--- src/rtl/rf_scoreboard.sv ---
// rf_scoreboard: GPR hazard scoreboard producing decode stall, bypass hints and serialization
module rf_scoreboard #(
  parameter int NUM_REGS = 32,
  parameter int CNT_W    = 2,
  parameter int OUT_W    = 3
) (
  input  logic       clk,
  input  logic       reset,
  input  logic       flush,
  input  logic       ds_valid,
  input  logic       es_allowin,
  input  logic [4:0] ds_rs,
  input  logic [4:0] ds_rt,
  input  logic       ds_rs_used,
  input  logic       ds_rt_used,
  input  logic [4:0] ds_dest,
  input  logic       ds_dest_we,
  input  logic       ds_late,
  input  logic       ds_serial,
  input  logic       wb_valid,
  input  logic [4:0] wb_dest,
  input  logic       wb_late,
  output logic       ds_stall,
  output logic       ds_issue,
  output logic       rs_inflight,
  output logic       rt_inflight,
  output logic       sb_empty,
  output logic       sb_error
);
  logic [CNT_W-1:0] pend_cnt [NUM_REGS];
  logic [CNT_W-1:0] late_cnt [NUM_REGS];
  logic [CNT_W-1:0] pend_n [NUM_REGS];
  logic [CNT_W-1:0] late_n [NUM_REGS];
  logic [OUT_W-1:0] out_cnt, out_n;
  logic trk, ret, ret_ok, err_n;
  logic rs_late, rt_late, src_hazard, cap_hazard, serial_hazard;
  assign trk = ds_issue & ds_dest_we & (ds_dest != 5'd0);
  assign ret = wb_valid & (wb_dest != 5'd0);
  assign ret_ok = ret & (pend_cnt[wb_dest] != '0);
  // a late write committing in WB this cycle is already forwardable
  assign rs_late = late_cnt[ds_rs] != CNT_W'(wb_valid & wb_late & (wb_dest == ds_rs));
  assign rt_late = late_cnt[ds_rt] != CNT_W'(wb_valid & wb_late & (wb_dest == ds_rt));
  assign src_hazard = (ds_rs_used & (ds_rs != 5'd0) & rs_late) |
                      (ds_rt_used & (ds_rt != 5'd0) & rt_late);
  assign cap_hazard = ds_dest_we & (ds_dest != 5'd0) & (&pend_cnt[ds_dest]) &
                      ~(wb_valid & (wb_dest == ds_dest));
  assign serial_hazard = ds_serial & ((out_cnt != '0) | wb_valid);
  assign ds_stall = ds_valid & (src_hazard | cap_hazard | serial_hazard);
  assign ds_issue = ds_valid & es_allowin & ~ds_stall & ~flush;
  assign rs_inflight = (ds_rs != 5'd0) & (pend_cnt[ds_rs] != '0);
  assign rt_inflight = (ds_rt != 5'd0) & (pend_cnt[ds_rt] != '0);
  assign sb_empty = out_cnt == '0;
  always_comb begin
    pend_n = pend_cnt;
    late_n = late_cnt;
    out_n = out_cnt;
    err_n = ret & ~ret_ok;
    for (int r = 1; r < NUM_REGS; r++) begin
      if (trk && ds_dest == 5'(r) && !(ret_ok && wb_dest == 5'(r))) begin
        if (&pend_cnt[r]) err_n = 1'b1;
        else pend_n[r] = pend_cnt[r] + 1'b1;
      end else if (ret_ok && wb_dest == 5'(r) && !(trk && ds_dest == 5'(r)))
        pend_n[r] = pend_cnt[r] - 1'b1;
      if (trk && ds_late && ds_dest == 5'(r) && !(ret_ok && wb_late && wb_dest == 5'(r))) begin
        if (&late_cnt[r]) err_n = 1'b1;
        else late_n[r] = late_cnt[r] + 1'b1;
      end else if (ret_ok && wb_late && wb_dest == 5'(r) && !(trk && ds_late && ds_dest == 5'(r))) begin
        if (late_cnt[r] == '0) err_n = 1'b1;
        else late_n[r] = late_cnt[r] - 1'b1;
      end
    end
    if (trk & ~ret_ok) begin
      if (&out_cnt) err_n = 1'b1;
      else out_n = out_cnt + 1'b1;
    end else if (ret_ok & ~trk)
      out_n = out_cnt - 1'b1;
  end
  always_ff @(posedge clk or posedge reset) begin
    if (reset) begin
      pend_cnt <= '{default: '0};
      late_cnt <= '{default: '0};
      out_cnt <= '0;
      sb_error <= 1'b0;
    end else if (flush) begin
      pend_cnt <= '{default: '0};
      late_cnt <= '{default: '0};
      out_cnt <= '0;
    end else begin
      pend_cnt <= pend_n;
      late_cnt <= late_n;
      out_cnt <= out_n;
      sb_error <= sb_error | err_n;
    end
  end
endmodule

--- config.mk ---
export PLATFORM = sky130hd
export DESIGN_NAME = rf_scoreboard
export DESIGN_NICKNAME = d
export VERILOG_FILES = /design/src/rtl/rf_scoreboard.sv
export SDC_FILE = /design/constraint.sdc
export NUM_CORES = 1
export LEC_CHECK = 0
export ABC_AREA = 1
export CAP_MARGIN = 20
export CORE_ASPECT_RATIO = 0.75
export CORE_UTILIZATION = 42
export CTS_BUF_LIST = sky130_fd_sc_hd__clkbuf_8 sky130_fd_sc_hd__clkbuf_16
export CTS_CLUSTER_DIAMETER = 30
export DETAILED_ROUTE_END_ITERATION = 7
export HOLD_SLACK_MARGIN = 0.15
export PLACE_DENSITY = 0.63
export SETUP_SLACK_MARGIN = 0.15
export SYNTH_ARGS = -nofsm -noshare
export SYNTH_HDL_FRONTEND = slang
export SYNTH_SLANG_ARGS = --single-unit
--- constraint.sdc ---
create_clock -name clk -period 6.94 [get_ports clk]
set_input_delay 1.388 -clock clk [delete_from_list [all_inputs] [get_ports clk]]
set_output_delay 1.388 -clock clk [all_outputs]
set_load 0.02 [all_outputs]
# == Word level (Yosys, flattened, before mapping) ==
# Index checks and enable logic that the tools add are counted.
# totals
register_bits,128
input_bits,32
out_inout_bits,6
wordCells,1427
# classes
addsub,126
order_cmp,4
n_eq_ne,161
muxes,429
n_bitwise,39
n_reduce_logical,604
# ops
operator,n
$mux W2,229
$ne A3 B3 Y1 const B,94
$logic_and A1 B1 Y1,250
$reduce_bool A3 Y1,64
$reduce_and A2 Y1,95
$mux W1,188
$eq A5 B5 Y1 const B,32
$add A2 B1 Y2 const B,62
$logic_not A1 Y1,124
$mux W62,2
$sub A2 B1 Y2 const B,62
$reduce_and A3 Y1,32
$eq A5 B4 Y1 const B,16
$logic_not A2 Y1,31
$bmux W2 S5,6
$eq A5 B3 Y1 const B,8
$and A1 B1 Y1,24
$ge A6 B6 Y1 const B,4
$not A5 Y6,4
$eq A5 B2 Y1 const B,4
$reduce_bool A5 Y1,4
$eq A5 B5 Y1,3
$mux W3,4
$eq A5 B1 Y1 const B,2
9 further kinds,19

# == Logic depth before layout (Yosys ltp) ==
# Gate-level depths: netlist of the first run.
# depth
ltp_word,174
depth_mapped,32

# == Least setup slack after synthesis of the first run ==
# Ideal clock, no wire load.
# synth_path
kind,input to output
startpoint,input port ds_dest[0]
endpoint,output port ds_stall
arrival_time_ns,2.708
required_time_ns,5.552
slack_ns,2.844
stages,16
n_path_buf,2
path_cell_list,buf_2 > buf_6 > nand2_2 > nor2_1 > nand2_1 > nand3_1 > nor2_1 > nand2_1 > nand2_1 > nand2_1 > nand3_1 > nand2_1 > inv_2 > nand2_2 > o21ai_0 > inv_1
# synth_between
elab_chain_cells,10
word_cells_on_any_way,15
cone_classes,1 x eq/ne; 3 x mux; 9 x bitwise; 2 x reduce/logical
# synth_rtl
item,line,text
"start, declared",16,"input logic [4:0] ds_dest,"
$not A5 Y6 (not written as such),45,assign cap_hazard = ds_dest_we & (ds_dest != 5'd0) & (&pend_cnt[ds_dest]) &
$bmux W2 S5,45,
$mux W2 (not written as such) (2 in a row),45,
$reduce_and A2 Y1,45,
$and A1 B1 Y1,45,
$and A1 B1 Y1 (*),45,
$or A1 B1 Y1 (*) (2 in a row),48,assign ds_stall = ds_valid & (src_hazard | cap_hazard | serial_hazard);
$and A1 B1 Y1 (*),48,
"end, declared",23,"output logic ds_stall,"
# Every way passes the cells marked *; elsewhere a longest branch is shown, timed or not. The select of a mux whose other input is x is not followed.

# == Final worst setup path of the first run ==
# layout_path
startpoint,input port ds_rs[1]
endpoint,output port ds_issue
# layout_between
elab_chain_cells,13
word_cells_on_any_way,17
cone_classes,2 x eq/ne; 3 x mux; 11 x bitwise; 1 x reduce/logical
# layout_rtl
item,line,text
"start, declared",12,"input logic [4:0] ds_rs,"
$not A5 Y6 (not written as such),41,assign rs_late = late_cnt[ds_rs] != CNT_W'(wb_valid & wb_late & (wb_dest == ds_rs));
$bmux W2 S5,41,
$mux W2 (not written as such) (2 in a row),41,
$ne A2 B2 Y1,41,
$and A1 B1 Y1 (*),43,assign src_hazard = (ds_rs_used & (ds_rs != 5'd0) & rs_late) |
$or A1 B1 Y1 (*),43,
$or A1 B1 Y1 (*) (2 in a row),48,
$and A1 B1 Y1 (*),48,
$not A1 Y1 (*),49,assign ds_issue = ds_valid & es_allowin & ~ds_stall & ~flush;
$and A1 B1 Y1 (*) (2 in a row),49,
"end, declared",24,"output logic ds_issue,"
# Marks and branches as above.

==> impl_results.md, run 1 <==
- Critical path class: primary input to output pin
- Post-synthesis sequential area ratio: 25.4%
- Mux share of post-synthesis cell area: 0.0894%
- All-Layer GR Usage: 34.8%
- Status: finished with violations
- Worst Tran Pin Value: 0.914 ns
- EDFF count, synth: 0
- Clock Tree Buf Depth: 2
- Initial core utilization: 43.1%
- F_max: 167 MHz
- Slowest Stage Delay on Critical Path: 0.96 ns
- Post-CTS Setup Bufs: 0
- PwrDens: 194 nW/µm²
- Post-DRT Antenna Nets: 0
- Count of final setup violators: 0
- Setup WS post-layout: 0.944 ns
- Final Hold Viols: 0
- Adder-cell share of the synthesized area: 0.159%
- Compound-gate portion of the synthesized area: 18.0%
- Area growth, synth to finish: 10.1%
- Slew Limit Fails: 0
- CTS buffer count: 17
- WP buf/inv: 4
- Fill cells: 3,105
- Post-Syn Instances: 2,182
- Cts hold-fix bufs: 0
- Worst hold path type: register to register
- Ys async rst share: 100%
- Height of the die: 152 µm
- Pre-Repair DR Iteration Count: 8
- CP Max Fanout: 13
- Syn_nets: 2,215
- Cell-by-cell trace of the critical path: clkdlybuf4s50_1 -> inv_4 -> nand2_1 -> nor2_1 -> nor2_1 -> nand3_1 -> nand3_1 -> nand2_1 -> nand3_1 -> nand3_1 -> nand2_1 -> nand4_1 -> inv_1 -> clkdlybuf4s50_1
- CP endpoint kind: output pin
- Setup TNS: 0 ns
- Pre-CTS setup slack: 1.08 ns
- Startpoint types: primary input
- Synth Area in Simple Gates: 41.3%
- GRT overflow: 0
- Gr busiest metal: met1
- Top delay family on crit path: buffers and inverters
- RePlAce Congestion: 1.03
- Die Footprint: 30,700 µm²
- Failing checks: design-rule violations
- Xor/xnor cell area share of the yosys netlist: 0.973%
- CP max stage cell: clkdlybuf4s50_1
- Root Driver: clkbuf_16
- Global Route met3 Usage: 7.76%
- RSZ-0062 raised after global routing: no
- H-tree Lvls: 4
- Most common cell after layout, fill and taps aside: nand2_1
- Final period utilization: 86.4%
- Clock Skews: 0.00927 ns
- Final core occ: 47.4%
- Ports: 38
- Largest net degree at the start of global routing: 100
- Synth unique cells: 48
- Syn avg cell area: 5.77 µm²
- Synthesis warning total: 0
- Iter 0 DRT Violations: 1,861
- Worst-path clk slew: 0.06 ns
- VDD IR max: 0.000161 V
- DRT Wirelength: 53,400 µm
- Via density: 5.76
- Final min period: 6.00 ns
- # Max-Cap Violations: 0
- Pleak: 6.74 nW
- Max-slew headroom: 39.0%
- Clock sink total: 128
- Largest family of logic cells by synthesized area: simple AND/OR/NAND/NOR gates
- Via count: 14,900
- Post-CTS Resized: 0
- Clock Latency Late Sink: 0.45 ns
- Main flop type after synthesis: dfrtp_1
- Met2 GRT Util: 49.8%
- Hpwl dp: 41,400 µm
- Post-synthesis sequential element count: 128
- DRC viols: 5
- Core ar.: 29,300 µm²
- Initial antenna violation count: 0
- Crit path arrival time: 4.61 ns
- Vias in the first global route: 13,200
- Most frequent cells in the layout: nand2_1, inv_1, nor2_1
- First-pass GRT wire length: 80,500 µm
- CTS tree: done
- IO buf count: 37
- Die X: 202 µm
- Crit path required time: 5.55 ns
- FP Rows: 54
- Final net count: 2,215
- CP most frequent cell: nand3_1
- GRT met1 Usage: 50.4%
- Routed wire length per instance: 20.6 µm
- Post-Syn Area: 12,600 µm²
- Share of cells above drive strength 1: 6.51%
-- worst paths after layout --
kind                               from            to  slack [ns]  cells after the start
min reg2reg                 pend_cnt[7]   pend_cnt[7]        0.59                      2
min                         pend_cnt[7]   pend_cnt[7]        0.59                      2
min in group asynchronous         reset  late_cnt[18]        1.26                      2
max in group asynchronous         reset   pend_cnt[0]        4.95                      3
max reg2reg                pend_cnt[50]      sb_error        2.92                     20
max                            ds_rs[1]      ds_issue        0.94                     14
-- registers in the layout, summed over array words and instances (netlist names) --
name	flops
late_cnt	62
out_cnt	3
pend_cnt	62
sb_error	1
-- metrics by stage --
stage                     power, mW  hold slack, ns  area (µm²)  instances
after floorplan                1.45           0.521       12600       2182
after global routing           2.82           0.595       13900       2587
final                          2.69           0.587       13900       2588
after detailed placement       1.71           0.553       13200       2554
after global placement         1.70           0.540       13200       2554
after CTS                      2.67           0.569       13800       2586
-- per-layer routing --
| layer | up-vias | wire, µm | part of all wire [%] |
|---|---|---|---|
| met5 | - | 0 | 0 |
| met4 | 0 | 1860 | 3.5 |
| met3 | 102 | 5520 | 10 |
| met2 | 763 | 22200 | 42 |
| met1 | 6916 | 23800 | 45 |
| li1 | 7115 | - | - |
-- tightest hold or removal path, stage by stage, from the launching register on --
cell,delay [ns]
dfrtp_1,0.40
inv_1,0.07
o21ai_0,0.08
-- cell usage after synthesis, types with 3 or more instances --
library cell    n  area share (%)
a21oi_1       117             4.6
nand3_1       271              11
nand4_1        52             2.6
buf_1          11            0.33
o21ai_0       141             5.6
o221ai_1        9            0.63
xor2_1         12            0.83
a22oi_1         5            0.30
o22ai_1        23             1.1
nand3b_1        4            0.24
buf_2          29             1.2
nor2_1        276             8.2
nor3_2          5            0.40
a31oi_1        10            0.50
nand2_1       532              16
nor3_1         23            0.91
clkinv_1       11            0.33
inv_2          34             1.0
clkbuf_1       30            0.89
o211ai_1       41             2.4
buf_6           4            0.36
nor2_2         23             1.1
inv_1         323             9.6
nor2_4          4            0.36
o211ai_2       11             1.1
o21ai_1        16            0.64
dfrtp_1       128              25
buf_4           6            0.36
o311ai_0        3            0.21
nand2_2         4            0.20
-- where the power goes --
part           switching (mW)  internal, mW
Sequential              0.111         0.837
Clock                   0.385         0.578
Combinational           0.545         0.238
-- cell type report --
cell class	instances	area (µm²)	area share (%)
Antenna cell	1	2.50	0.0180
Clock buffer	19	453	3.27
Clock inverter	13	148	1.06
Inverter	369	1400	10.1
Multi-Input combinational cell	1605	7620	54.9
Sequential cell	128	3200	23.1
Tap cell	392	490	3.54
Timing Repair Buffer	61	556	4.01
-- cell families after synthesis --
kind of cell,after synthesis
compound gates,388
xor+xnor,14
fa+ha+maj,1
buf+inv,449
flops,128
mux,1
simple gates,1201
No activity file was read; power rests on OpenSTA's default activity.
==> inputs of run 2 (changes only) <==
--- a/config.mk
+++ b/config.mk
@@ -13,7 +13,7 @@
 export CTS_CLUSTER_DIAMETER = 30
 export DETAILED_ROUTE_END_ITERATION = 7
 export HOLD_SLACK_MARGIN = 0.15
-export PLACE_DENSITY = 0.63
+export PLACE_DENSITY = 0.65
 export SETUP_SLACK_MARGIN = 0.15
 export SYNTH_ARGS = -nofsm -noshare
 export SYNTH_HDL_FRONTEND = slang
==> constraint.sdc (replaced) <==
create_clock -name clk -period 5.38 [get_ports clk]
set_input_delay 0.538 -clock clk [delete_from_list [all_inputs] [get_ports clk]]
set_output_delay 0.538 -clock clk [all_outputs]
set_load 0.02 [all_outputs]
==> run 2 against run 1 <==
Net effect:
- the run now ends clean
- largest power group is now registers
- non-clock buffer count rose by 13
- register-to-register slack worse by 1.4 ns
- power grew 28%
- via count rose by 1.2%
- count of clock-buffer cells in the layout is 1 lower
- critical endpoint is now sb_error
==> impl_results.md, run 2 (same netlist as run 1, synthesis figures left out) <==
- Met2 GRT Util: 50.6%
- Cell-by-cell trace of the critical path: clkdlybuf4s50_1 -> nor2_1 -> inv_2 -> o41ai_1 -> inv_1 -> nand2_1 -> inv_2 -> nor2_4 -> nand4_4 -> nor2_1 -> nand2_1 -> nand2_1 -> nand2_1 -> nand3_1 -> nand2_1 -> nor2_1 -> nand2_1 -> nor2_1 -> nand2_1 -> nand2_1 -> nand2_1
- Root Driver: clkbuf_16
- Worst setup path start: ds_rt[1]
- Core ar.: 29,300 µm²
- Clock Tree Buf Depth: 2
- Global Route met3 Usage: 7.16%
- VDD IR max: 0.000195 V
- Post-CTS Setup Bufs: 0
- Hpwl dp: 41,600 µm
- H-tree Lvls: 4
- Ports: 38
- CTS buffer count: 17
- WP buf/inv: 4
- Worst hold path type: primary input to asynchronous set/reset pin
- Layout Cells excl Fill: 2,599
- Pre-Repair DR Iteration Count: 7
- Count of final setup violators: 0
- All-Layer GR Usage: 34.5%
- Psw: 1.33 mW
- Final instance area: 13,900 µm²
- Cts hold-fix bufs: 0
- Via count: 15,100
- Die X: 202 µm
- R2R depth: 25
- Final min period: 4.73 ns
- Final Hold Viols: 0
- CP Capture Point: sb_error
- F_max: 211 MHz
- Initial antenna violation count: 0
- Max-slew headroom: 37.3%
- N_diodes: 0
- Routed wire length per instance: 20.5 µm
- Critical path class: primary input to register
- Sw Ratio: 38.5%
- Share of cells above drive strength 1: 7.11%
- Comb pwr share: 29.4%
- Reg-to-Reg Start: late_cnt[30]
- Clock Skews: 0.0150 ns
- Clock sink total: 128
- Status: complete, no violations
- Largest net degree at the start of global routing: 66
- Iter 0 DRT Violations: 2,001
- CP max stage cell: clkdlybuf4s50_1
- GRT met1 Usage: 49.8%
- Reg2reg end: sb_error
- Int Pwr: 2.12 mW
- Placed Cells: 2,568
- Gr busiest metal: met2
- Sequential share of power: 35.5%
- # Max-Cap Violations: 0
- Post-CTS Resized: 0
- Slowest Stage Delay on Critical Path: 0.68 ns
- Most frequent cells in the layout: nand2_1, inv_1, nor2_1
- Post-DRT Antenna Nets: 0
- Crit path required time: 5.73 ns
- Final period utilization: 87.9%
- GRT overflow: 0
- CP Max Fanout: 16
- Startpoint types: primary input
- Final core occ: 47.6%
- Top delay family on crit path: simple AND/OR/NAND/NOR gates
- Die Footprint: 30,700 µm²
- Crit path depth: 21
- CP endpoint kind: register
- Height of the die: 152 µm
- FP Rows: 54
- Vias in the first global route: 13,500
- Slew Limit Fails: 0
- Initial core utilization: 43.1%
- RePlAce Congestion: 1.09
- RSZ-0062 raised after global routing: no
- Clk network pwr share: 35.1%
- Worst-path clk slew: 0.07 ns
- Final Total Pwr: 3.45 mW
- CTS tree: done
- IO buf count: 37
- Setup TNS: 0 ns
- R2r setup slk: 1.48 ns
- DRT Wirelength: 53,300 µm
- DRC viols: 0
- PwrDens: 247 nW/µm²
- Worst Tran Pin Value: 0.940 ns
- First-pass GRT wire length: 79,700 µm
- Area growth, synth to finish: 10.6%
- CP most frequent cell: nand2_1
- Dpl cell area: 13,400 µm²
- Final net count: 2,228
- Via density: 5.80
- Most common cell after layout, fill and taps aside: nand2_1
- Top Registers: late_cnt x62, pend_cnt x62, out_cnt x3
- Crit path arrival time: 5.08 ns
- Clock Latency Late Sink: 0.46 ns
- Pleak: 6.79 nW
[run 2: metal layers]
metal | vias to the layer above | part of all wire, %
met5 | - | 0
met4 | 0 | 3.3
met3 | 110 | 12
met2 | 849 | 42
met1 | 6990 | 43
li1 | 7125 | -
[run 2: power by group through the flow]
| stage | Sequential, mW | Clock, mW | Combinational [mW] |
|---|---|---|---|
| 2_1_floorplan | 1.19 | 0 | 0.691 |
| 3_3_place_gp | 1.23 | 0 | 0.970 |
| 3_5_place_dp | 1.23 | 0 | 0.985 |
| 4_1_cts | 1.22 | 1.22 | 0.989 |
| 5_1_grt | 1.24 | 1.26 | 1.12 |
| 6_report | 1.22 | 1.21 | 1.01 |
[run 2: cell type report]
cell class,instances,area [µm²]
sequential,128,3200
inverter,369,1400
clock inverter,13,148
tap,392,490
timing repair buffer,74,646
clock buffer,18,439
multi-input combinational,1605,7620
fill,3076,15300
[run 2: worst min path at each step]
stage | cells past startpoint | startpoint | slack [ns] | to
floorplan | 1 | out_cnt[0] | 0.52 | out_cnt[0]
CTS | 2 | reset | 0.57 | late_cnt[22]
detailed placement | 2 | sb_error | 0.55 | sb_error
global route | 2 | reset | 0.59 | late_cnt[23]
finish | 2 | reset | 0.51 | late_cnt[22]
global placement | 2 | sb_error | 0.55 | sb_error
[run 2: per-stage QoR]
step | hold WS [ns] | worst slack (ns)
6_report | 0.515 | 0.651
5_1_grt | 0.591 | 0.434
4_1_cts | 0.566 | 0.855
2_1_floorplan | 0.521 | 1.43
3_3_place_gp | 0.551 | 0.370
3_5_place_dp | 0.552 | 0.379
==> inputs of run 3 (changes only) <==
--- a/config.mk
+++ b/config.mk
@@ -9,7 +9,7 @@
 export CAP_MARGIN = 20
 export CORE_ASPECT_RATIO = 0.75
 export CORE_UTILIZATION = 42
-export CTS_BUF_LIST = sky130_fd_sc_hd__clkbuf_8 sky130_fd_sc_hd__clkbuf_16
+export CTS_BUF_LIST = sky130_fd_sc_hd__clkbuf_8
 export CTS_CLUSTER_DIAMETER = 30
 export DETAILED_ROUTE_END_ITERATION = 7
 export HOLD_SLACK_MARGIN = 0.15
==> run 3 against run 2 <==
Net effect:
- fmax fell by 0.13%
- sequential share of layout area up 0.32 points
- power decreased by 9.2%
- sequential cell count unchanged
- final area decreased by 1.4%
- clock skew increased by 0.0060 ns
- critical path type unchanged
==> impl_results.md, run 3 (same netlist as run 1, synthesis figures left out) <==
- Status: complete, no violations
- Final core occ: 47.0%
- Slew Limit Fails: 0
- RePlAce Congestion: 1.09
- Clk network pwr share: 28.7%
- CTS buffer count: 17
- Clock Latency Late Sink: 0.50 ns
- Sw Ratio: 40.9%
- DRT Wirelength: 53,000 µm
- Final net count: 2,228
- Dpl cell area: 13,400 µm²
- Worst hold path type: primary input to asynchronous set/reset pin
- Top Registers: late_cnt x62, pend_cnt x62, out_cnt x3
- Vias in the first global route: 13,400
- F_max: 211 MHz
- Final Hold Viols: 0
- FP Rows: 54
- CP endpoint kind: register
- Final min period: 4.74 ns
- Largest net degree at the start of global routing: 66
- Initial antenna violation count: 0
- All-Layer GR Usage: 34.3%
- Die X: 202 µm
- Critical path class: primary input to register
- Crit path required time: 5.77 ns
- Core ar.: 29,300 µm²
- Worst Tran Pin Value: 0.929 ns
- H-tree Lvls: 4
- Pleak: 6.70 nW
- Int Pwr: 1.85 mW
- WP buf/inv: 4
- Worst-path clk slew: 0.09 ns
- Setup TNS: 0 ns
- Cts hold-fix bufs: 0
- Setup WS post-layout: 0.645 ns
- N_diodes: 0
- Reg-to-Reg Start: pend_cnt[50]
- # Max-Cap Violations: 0
- Final Total Pwr: 3.13 mW
- Pre-Repair DR Iteration Count: 5
- Hpwl dp: 41,600 µm
- First-pass GRT wire length: 79,200 µm
- Final instance area: 13,700 µm²
- Clock Skews: 0.0210 ns
- IO buf count: 37
- RSZ-0062 raised after global routing: no
- CP max stage cell: clkdlybuf4s50_1
- Routed wire length per instance: 20.4 µm
- Worst setup path start: ds_rt[1]
- Max-slew headroom: 38.1%
- Count of final setup violators: 0
- Via density: 5.78
- GRT overflow: 0
- Comb pwr share: 32.4%
- Post-DRT Antenna Nets: 0
- Via count: 15,000
- DRC viols: 0
- Post-CTS Setup Bufs: 0
- Final period utilization: 88.0%
- Pre-CTS setup slack: 0.379 ns
- Area growth, synth to finish: 9.13%
- VDD IR max: 0.000143 V
- Iter 0 DRT Violations: 1,868
- Clock sink total: 128
- Initial core utilization: 43.1%
- Post-CTS Resized: 0
- Top delay family on crit path: simple AND/OR/NAND/NOR gates
- Slowest Stage Delay on Critical Path: 0.69 ns
- Most frequent cells in the layout: nand2_1, inv_1, nor2_1
- Clock Tree Buf Depth: 2
- PwrDens: 228 nW/µm²
- Die Footprint: 30,700 µm²
- Ports: 38
- Most common cell after layout, fill and taps aside: nand2_1
- Crit path arrival time: 5.13 ns
- Sequential share of power: 39.0%
- CTS tree: done
- Cell-by-cell trace of the critical path: clkdlybuf4s50_1 -> nor2_1 -> inv_2 -> o41ai_1 -> inv_1 -> nand2_1 -> inv_2 -> nor2_4 -> nand4_4 -> nor2_1 -> nand2_1 -> nand2_1 -> nand2_1 -> nand3_1 -> nand2_1 -> nor2_1 -> nand2_1 -> nor2_1 -> nand2_1 -> nand2_1 -> nand2_1
- Share of cells above drive strength 1: 7.11%
- CP most frequent cell: nand2_1
- CP Max Fanout: 16
- Root Driver: clkbuf_8
- Startpoint types: primary input
- Height of the die: 152 µm
- Psw: 1.28 mW
-- run 3: cell counts in the layout (fill, tap and decap cells not counted) --
No cell type changed its count.
-- run 3: power by group through the flow --
stage | combinational, mW | clock (mW) | sequential (mW)
floorplan | 0.691 | 0 | 1.19
global placement | 0.970 | 0 | 1.23
detailed placement | 0.985 | 0 | 1.23
CTS | 0.988 | 0.905 | 1.21
global route | 1.11 | 0.950 | 1.24
finish | 1.01 | 0.897 | 1.22
-- run 3: final timing paths --
kind	to	slack, ns	cells past startpoint
worst min register to register	sb_error	0.57	2
min in group clk	sb_error	0.57	2
worst max register to register	sb_error	1.44	26
worst max-delay path	sb_error	0.64	21
worst min-delay path	late_cnt[22]	0.47	2
max in group asynchronous	late_cnt[57]	3.84	3
-- run 3: per-stage QoR --
step / hold WS (ns) / instances
CTS: 0.508 / 2599
finish: 0.468 / 2599
global route: 0.530 / 2599
global placement: 0.551 / 2568
floorplan: 0.521 / 2182
detailed placement: 0.552 / 2568
-- run 3: final cells by class --
class                   instances  area (µm²)
fillers                      3101       15500
multi-input cells            1605        7620
flip-flops and latches        128        3200
inverters                     369        1400
repair buffers                 74         646
well taps                     392         490
clock buffers                  18         248
clock inverters                13         148
-- run 3: per-layer routing --
metal  track usage, %  wire length, µm  vias up
met5                0                0        -
met4             11.4             1530        0
met3             7.64             6210       92
met2             50.2            22200      857
met1             49.4            23100     6949
li1                 -                -     7117
